File: config.mk
export PLATFORM = sky130hd
export DESIGN_NAME = ddr_ahb_csr_bank
export DESIGN_NICKNAME = d
export VERILOG_FILES = /design/src/rtl/ddr_ahb_csr_bank.sv
export SDC_FILE = /design/constraint.sdc
export NUM_CORES = 1
export LEC_CHECK = 0
export ABC_AREA = 1
export CELL_PAD_IN_SITES_DETAIL_PLACEMENT = 0
export CELL_PAD_IN_SITES_GLOBAL_PLACEMENT = 1
export CORE_AREA = 2 2 201 203
export CTS_BUF_LIST = sky130_fd_sc_hd__clkbuf_8
export DETAILED_ROUTE_END_ITERATION = 7
export DIE_AREA = 0 0 203 205
export GPL_TIMING_DRIVEN = 0
export PLACE_DENSITY = 0.91
export SLEW_MARGIN = 20
export SYNTH_ARGS = -nofsm -noshare
export SYNTH_HDL_FRONTEND = slang
export SYNTH_SLANG_ARGS = --single-unit
File: constraint.sdc
create_clock -name i_hclk -period 2.2 [get_ports i_hclk]
set_input_delay 0.44 -clock i_hclk [delete_from_list [all_inputs] [get_ports i_hclk]]
set_output_delay 0.44 -clock i_hclk [all_outputs]
set_load 0.005 [all_outputs]
File: src/rtl/ddr_ahb_csr_bank.sv
`default_nettype none
// ============================================================================
//  Module   : ddr_ahb_csr_bank
//  Purpose  : AHB-Lite slave with NUM_CFG read/write config words and NUM_STA
//             read-only status words. Supports byte-lane writes, ERROR
//             responses for unmapped or illegal accesses, and per-word
//             write-commit pulses.
//  Revision : 1.0 - initial release
// ============================================================================
module ddr_ahb_csr_bank #(
  parameter int                            AWIDTH  = 32,
  parameter int                            DWIDTH  = 32,
  parameter int                            NUM_CFG = 8,
  parameter int                            NUM_STA = 2,
  parameter logic [NUM_CFG*DWIDTH-1:0]     CFG_RST = '0
) (
  input  logic                                        i_hclk,
  input  logic                                        i_hreset,
  input  logic [AWIDTH-1:0]                           i_haddr,
  input  logic                                        i_hwrite,
  input  logic                                        i_hsel,
  input  logic [DWIDTH-1:0]                           i_hwdata,
  input  logic [1:0]                                  i_htrans,
  input  logic [2:0]                                  i_hsize,
  input  logic [2:0]                                  i_hburst,
  input  logic                                        i_hreadyin,
  output logic                                        o_hready,
  output logic [DWIDTH-1:0]                           o_hrdata,
  output logic [1:0]                                  o_hresp,
  output logic [NUM_CFG*DWIDTH-1:0]                   o_cfg,
  output logic [NUM_CFG-1:0]                          o_cfg_wr_pulse,
  input  logic [((NUM_STA > 0) ? NUM_STA : 1)*DWIDTH-1:0] i_sta
);

  localparam int c_NUM_WORDS = NUM_CFG + NUM_STA;
  localparam int c_IDXW      = (c_NUM_WORDS > 1) ? $clog2(c_NUM_WORDS) : 1;

  // The byte-lane logic assumes four 8-bit lanes; reject other data widths.
  if (DWIDTH != 32) begin : g_dwidth_check
    $error("ddr_ahb_csr_bank: DWIDTH must be 32");
  end

  typedef enum logic [1:0] {
    S_IDLE = 2'd0,
    S_DATA = 2'd1,
    S_ERR1 = 2'd2,
    S_ERR2 = 2'd3
  } state_t;

  state_t                    state_q;
  logic                      hready_q;
  logic                      hresp_q;
  logic [c_IDXW-1:0]         idx_q;
  logic                      write_q;
  logic [3:0]                mask_q;
  logic [NUM_CFG*DWIDTH-1:0] cfg_q;
  logic [NUM_CFG-1:0]        pulse_q;

  logic                      w_accept;
  logic                      w_legal;
  logic [3:0]                w_mask;
  logic [AWIDTH-1:0]         w_word;
  logic                      w_unused;

  // Burst type and the SEQ/NONSEQ distinction carry no meaning here.
  assign w_unused = ^{i_hburst, i_htrans[0]};

  assign w_accept = i_hsel & i_hreadyin & i_htrans[1] & hready_q;
  assign w_word   = {2'b00, i_haddr[AWIDTH-1:2]};

  // Address-phase decode: byte-lane mask and legality of the access.
  always_comb begin
    w_mask = 4'hF;
    case (i_hsize)
      3'd0:    w_mask = 4'b0001 << i_haddr[1:0];
      3'd1:    w_mask = 4'b0011 << i_haddr[1:0];
      default: w_mask = 4'hF;
    endcase
    w_legal = 1'b1;
    if (w_word >= AWIDTH'(c_NUM_WORDS))                w_legal = 1'b0;
    if (i_hsize > 3'd2)                                w_legal = 1'b0;
    if ((i_hsize == 3'd1) && i_haddr[0])               w_legal = 1'b0;
    if ((i_hsize == 3'd2) && (i_haddr[1:0] != 2'b00))  w_legal = 1'b0;
    if (i_hwrite && (w_word >= AWIDTH'(NUM_CFG)))      w_legal = 1'b0;
  end

  // Transfer FSM with registered HREADY/HRESP; captures the address phase on accept.
  always_ff @(posedge i_hclk or negedge i_hreset) begin
    if (!i_hreset) begin
      state_q  <= S_IDLE;
      hready_q <= 1'b1;
      hresp_q  <= 1'b0;
      idx_q    <= '0;
      write_q  <= 1'b0;
      mask_q   <= '0;
    end else begin
      if (w_accept) begin
        idx_q   <= i_haddr[c_IDXW+1:2];
        write_q <= i_hwrite;
        mask_q  <= w_mask;
      end
      case (state_q)
        S_ERR1: begin
          state_q  <= S_ERR2;
          hready_q <= 1'b1;
          hresp_q  <= 1'b1;
        end
        default: begin
          if (w_accept && w_legal) begin
            state_q  <= S_DATA;
            hready_q <= 1'b1;
            hresp_q  <= 1'b0;
          end else if (w_accept) begin
            state_q  <= S_ERR1;
            hready_q <= 1'b0;
            hresp_q  <= 1'b1;
          end else begin
            state_q  <= S_IDLE;
            hready_q <= 1'b1;
            hresp_q  <= 1'b0;
          end
        end
      endcase
    end
  end

  // Commit write data lane by lane at the end of a write data phase and pulse that word.
  always_ff @(posedge i_hclk or negedge i_hreset) begin
    if (!i_hreset) begin
      cfg_q   <= CFG_RST;
      pulse_q <= '0;
    end else begin
      pulse_q <= '0;
      if ((state_q == S_DATA) && write_q) begin
        for (int k = 0; k < NUM_CFG; k++) begin
          if (idx_q == c_IDXW'(k)) begin
            pulse_q[k] <= 1'b1;
            for (int b = 0; b < 4; b++) begin
              if (mask_q[b]) begin
                cfg_q[k*DWIDTH + b*8 +: 8] <= i_hwdata[b*8 +: 8];
              end
            end
          end
        end
      end
    end
  end

  // Read mux driven from the registered index; zero outside a read data phase.
  always_comb begin
    o_hrdata = '0;
    if ((state_q == S_DATA) && !write_q) begin
      for (int k = 0; k < NUM_CFG; k++) begin
        if (idx_q == c_IDXW'(k)) o_hrdata = cfg_q[k*DWIDTH +: DWIDTH];
      end
      for (int k = 0; k < NUM_STA; k++) begin
        if (idx_q == c_IDXW'(NUM_CFG + k)) o_hrdata = i_sta[k*DWIDTH +: DWIDTH];
      end
    end
  end

  assign o_hready       = hready_q;
  assign o_hresp        = {1'b0, hresp_q};
  assign o_cfg          = cfg_q;
  assign o_cfg_wr_pulse = pulse_q;

endmodule
`default_nettype wire

# Word level (Yosys, flattened, before mapping)
# Cells that the tools add are included.
[totals]
register_bits = 277
latch_bits = 0
mem_bits_rw = 0
romBits = 0
inputBits = 141
output_inout_bits = 299
elab_cells = 137
memories = 0
[op_classes]
addsub = 0
mul = 0
div_mod_pow = 0
order_cmp = 3
n_eq_ne = 13
shift = 2
mux = 35
bitwise_logic = 3
n_reduce_logical = 42
[op_table]
columns = ["op", "n"]
rows = [
  ["$mux 32", 11],
  ["$reduce_and 3->1", 32],
  ["$ge 30x4->1 const B", 2],
  ["$mux 1", 19],
  ["$eq 4x3->1 const B", 4],
  ["$eq 4x2->1 const B", 2],
  ["$eq 4x4->1 const B", 2],
  ["$mux 8", 1],
  ["$pmux 4 s2", 1],
  ["$logic_and 1x1->1", 6],
  ["$mux 2", 3],
  ["$eq 4x1->1 const B", 1],
  ["$logic_not 4->1", 1],
  ["$shl 1x2->4 const A", 1],
  ["$shl 2x2->4 const A", 1],
  ["$and 1x1->1", 3],
  ["$eq 3x1->1 const B", 1],
  ["$eq 3x2->1 const B", 1],
  ["$gt 3x2->1 const B", 1],
  ["$logic_not 3->1", 1],
  ["$eq 2x1->1 const B", 1],
  ["$eq 2x2->1 const B", 1],
  ["$reduce_bool 2->1", 1],
  ["$logic_not 1->1", 1],
]

# Longest topological paths before layout
[logic_depth]
depth_word = 12
mapped_depth = 12

# Worst setup path after synthesis
# OpenSTA, ideal clock, no wires.
[synth_timing]
path_kind = "register to output"
start = "register idx_q[3]"
end = "output o_hrdata[19]"
arrival_time_ns = 1.484
t_required_ns = 1.760
slack_ns = 0.276
stages_incl_launch_ff = 11
path_buffers = 1
cell_sequence = "dfrtp_1 inv_2 nand2_2 nor3_4 inv_2 buf_6 or2_0 nand2_1 nand3_1 nand2_1 inv_1"
[synth_between]
elab_chain_cells = 12
[synth_lines]
columns = ["element", "line_no", "source"]
rows = [
  ["start: declaration", "53", "logic [c_IDXW-1:0] idx_q;"],
  ["start signal: assignment", "98", "idx_q <= i_haddr[c_IDXW+1:2];"],
  ["$logic_not 4->1", "154", "if (idx_q == c_IDXW'(k)) o_hrdata = cfg_q[k*DWIDTH +: DWIDTH];"],
  ["$mux 32 (8 in a row)", "154", ""],
  ["$mux 32", "157", "if (idx_q == c_IDXW'(NUM_CFG + k)) o_hrdata = i_sta[k*DWIDTH +: DWIDTH];"],
  ["$mux 32 (*)", "157", ""],
  ["$mux 32 (*)", "152", "if ((state_q == S_DATA) && !write_q) begin"],
  ["end: declaration", "28", "output logic [DWIDTH-1:0] o_hrdata,"],
]
# Every way passes the cells marked *; elsewhere a longest branch is shown, timed or not.

# Final worst setup path
[layout_timing]
start = "register idx_q[1]"
end = "output o_hrdata[17]"
# Same word-level chain as after synthesis.

==> qor.json <==
{
  "outcome": {"value": "finished with violations"},
  "violations_in_the_final_reports": {"value": "negative setup slack"},
  "peakVddDrop": {"value": 0.000839, "unit": "V"},
  "ys_seq_elements": {"value": 276},
  "area.sequential": {"value": 6910, "unit": "um2"},
  "rr_endpoint": {"value": "o_cfg[167]"},
  "yosys.area.top_type_share": {"value": 51.9, "unit": "%"},
  "setup_repair_after_global_routing_missed_its_margin": {"value": "true"},
  "crit-reg2reg-launch": {"value": "hresp_q"},
  "final.setup.tns": {"value": -21.53, "unit": "ns"},
  "postLayoutCoreUtil": {"value": 54.2, "unit": "%"},
  "synthMostInstantiatedCell": {"value": "nand2_1"},
  "layout-drive-gt1-share": {"value": 21.1, "unit": "%"},
  "critPathBufInv": {"value": 7},
  "worst_setup_hold_path_clk_slew": {"value": 0.06, "unit": "ns"},
  "core_rows": {"value": 73},
  "ys_seq_area_share": {"value": 52.1, "unit": "%"},
  "fillerInstances": {"value": 3592},
  "setup_viol": {"value": 32},
  "maxSlewViolCount": {"value": 0},
  "finalCritPeriodShare": {"value": 134, "unit": "%"},
  "grt_first_pass_wirelength": {"value": 93800, "unit": "um"},
  "detail_route.wirelength": {"value": 65100, "unit": "um"},
  "avgSynthCellArea": {"value": 7.93, "unit": "um2"},
  "hold-worst-slack": {"value": 0.256, "unit": "ns"},
  "power_per_cell_area": {"value": 1160, "unit": "nW/um2"},
  "timing.critical_path.slowest_stage_cell": {"value": "dfrtp_2"},
  "global_route.usage.total": {"value": 30.9, "unit": "%"},
  "ios": {"value": 440},
  "synth-edff-count": {"value": 0},
  "crit_arrival": {"value": 2.52, "unit": "ns"},
  "cts-buffers-inserted": {"value": 50},
  "gp_congestion": {"value": 0.906},
  "r2r_setup_slack": {"value": 0.12, "unit": "ns"},
  "multi_input_area": {"value": 6000, "unit": "um2"},
  "fp.dieH": {"value": 205, "unit": "um"},
  "detail_route.drc_violations": {"value": 0},
  "grt_start_max_net_pins": {"value": 99},
  "drt-initial-drc-count": {"value": 1121},
  "die_w": {"value": 203, "unit": "um"},
  "port-buffer-count": {"value": 434},
  "fin_crit": {"value": 2.96, "unit": "ns"},
  "cts_tree": {"value": "yes"},
  "ys_types": {"value": 34},
  "global_route.overflow_total": {"value": 0},
  "worst-endpoint-required": {"value": 1.76, "unit": "ns"},
  "synth.area.top_cells": {"value": "dfrtp_1 (52%), nand2_1 (15%), o21ai_0 (8.5%), inv_1 (4.1%), nor2_1 (2.8%)"},
  "layout.nets": {"value": 2382},
  "vias_in_the_first_global_route": {"value": 14400},
  "timing.reg2reg.worst_path_depth": {"value": 7},
  "crit_path_start_kind": {"value": "register"},
  "fraction_of_registers_with_async_set_or_reset_after_synthesis": {"value": 100, "unit": "%"},
  "diodes": {"value": 0},
  "cp-startpoint": {"value": "idx_q[1]"},
  "area_growth": {"value": 60.7, "unit": "%"},
  "detail-route-antenna-nets": {"value": 0},
  "hold_path_class": {"value": "in -> async"},
  "fin_worst_skew": {"value": 0.0265, "unit": "ns"},
  "crit_path_cell_trace": {"value": "clkinv_4, buf_4, nor3_4, inv_6, buf_6, buf_12, or2_4, nand2_4, nand3_2, nand2_2, inv_2, buf_2"},
  "worstSkewPairLatency": {"value": 0.60, "unit": "ns"},
  "fmax": {"value": 0.338, "unit": "GHz"},
  "drv_cap": {"value": 0},
  "die_footprint": {"value": 41600, "unit": "um2"},
  "synthesis.yosys.warnings": {"value": 0},
  "synth_flop_cell": {"value": "dfrtp_1"},
  "avgRoutedWirePerCell": {"value": 23.2, "unit": "um"},
  "hpwlAfterDp": {"value": 45600, "unit": "um"},
  "max_stage_delay": {"value": 0.43, "unit": "ns"},
  "place_area": {"value": 18400, "unit": "um2"},
  "synth.cells.most_frequent": {"value": "nand2_1 (547), dfrtp_1 (275), o21ai_0 (225), inv_1 (144), nor2_1 (100)"},
  "synthCells": {"value": 1672},
  "report.final.hold_viol_count": {"value": 0},
  "crit_path_end_kind": {"value": "output pin"},
  "synth_area_leader_cell": {"value": "dfrtp_1"},
  "max-clock-path-buffers": {"value": 3},
  "p_leak": {"value": 10.5, "unit": "nW"},
  "average_vias_per_placed_instance": {"value": 5.14},
  "cts-htree-levels": {"value": 2},
  "final.setup.worst_slack": {"value": -0.758, "unit": "ns"},
  "dr_pass1_iterations": {"value": 7},
  "fp.coreArea": {"value": 39400, "unit": "um2"},
  "grt_antenna_before_repair": {"value": 2},
  "totalPowerFinal": {"value": 0.0247, "unit": "W"},
  "synth_nets": {"value": 1813},
  "setup.worst_path.class": {"value": "reg -> out"},
  "cts_root_buffer": {"value": "clkbuf_8"},
  "final_design_area_no_fill": {"value": 21300, "unit": "um2"},
  "maxSlewHeadroom": {"value": 64.6, "unit": "%"},
  "floorplan.initialDensity": {"value": 33.7, "unit": "%"},
  "clock_sinks": {"value": 276},
  "dr_total_vias": {"value": 14400},
  "total_standard_cell_area_after_synthesis": {"value": 13300, "unit": "um2"},
  "worst_slew_pin_slew": {"value": 0.531, "unit": "ns"},
  "crit_path_max_fanout": {"value": 5},
  "crit_family": {"value": "buffers and inverters"}
}
==> sequential cells by signal, summed over array words and instances, names as in the netlist <==
name            count
o_cfg             256
hresp_q             1
idx_q               4
state_q             1
write_q             1
o_hready            1
mask_q              4
o_cfg_wr_pulse      8
==> layout make-up <==
type,count,share of cell area [%]
inverters,156,3.02
clock inverters,29,0.581
flip-flops and latches,276,32.4
multi-input cells,1166,28.1
clock buffers,63,4.07
plain buffers,73,3.82
well taps,525,3.08
repair buffers,518,24.9
==> logic make-up (layout without fill, tap and decap cells) <==
family | count (synthesis) | count (layout) | share of synthesized area [%]
compound gates | 340 | 340 | 13.8
buf+inv | 230 | 839 | 7.37
flops | 276 | 276 | 52.1
other cells | 1 | 1 | 0.0283
simple gates | 825 | 825 | 26.7
==> worst max path at each step <==
| stage | cells after the start | slack [ns] | to |
|---|---|---|---|
| floorplan | 10 | 0.28 | o_hrdata[19] |
| CTS | 14 | -0.71 | o_hrdata[20] |
| global placement | 1 | -11.15 | o_cfg[73] |
| detailed placement | 9 | -1.51 | o_hrdata[5] |
| finish | 12 | -0.76 | o_hrdata[17] |
| global route | 12 | -0.83 | o_hrdata[17] |
==> power by group <==
part,internal [W],switching [W],leakage (nW)
Sequential,0.00700,0.00198,2.71
Combinational,0.00588,0.00504,7.21
Clock,0.00257,0.00224,0.590
==> per-stage QoR <==
stage,instances,setup slack [ns]
detailed placement,2634,-1.51
floorplan,1672,0.276
finish,2806,-0.758
global placement,2631,-11.15
CTS,2802,-0.713
global route,2806,-0.833
==> cell usage in the layout, fill, tap and decap left out, types with 4 or more instances in the layout <==
| cell | instances |
|---|---|
| a21oi_1 | 26 |
| a21oi_2 | 11 |
| buf_12 | 31 |
| buf_16 | 7 |
| buf_2 | 46 |
| buf_4 | 40 |
| buf_6 | 29 |
| buf_8 | 8 |
| clkbuf_1 | 9 |
| clkbuf_16 | 6 |
| clkbuf_2 | 6 |
| clkbuf_4 | 4 |
| clkbuf_8 | 65 |
| clkdlybuf4s50_1 | 401 |
| clkinv_2 | 12 |
| dfrtp_1 | 272 |
| inv_1 | 155 |
| inv_2 | 8 |
| nand2_1 | 492 |
| nand2_2 | 50 |
| nand2_4 | 14 |
| nand2_8 | 4 |
| nand3_1 | 57 |
| nand3_2 | 16 |
| nand4_1 | 40 |
| nor2_1 | 57 |
| nor2_2 | 28 |
| nor2_4 | 27 |
| o21ai_0 | 216 |
| o21ai_1 | 49 |
| o21ai_2 | 32 |
| or2_0 | 13 |
| or2_2 | 13 |
| or2_4 | 4 |
==> what timing repair did <==
action | 4_1_cts | 5_1_grt
hold endpoints to repair | 16 | 0
setup endpoints to repair | 65 | 124
pin swaps | 101 | 47
cloned | 8 | 0
setup buffers | 69 | 6
gates resized for setup | 388 | 109
hold buffers | 1 | 0
==> layer usage <==
| layer | track usage, % | wire length [um] |
|---|---|---|
| met5 | 0 | 0 |
| met4 | 14.7 | 3150 |
| met3 | 6.55 | 5240 |
| met2 | 49.5 | 29900 |
| met1 | 39.9 | 26800 |
Power figures use the tool's default switching activity.
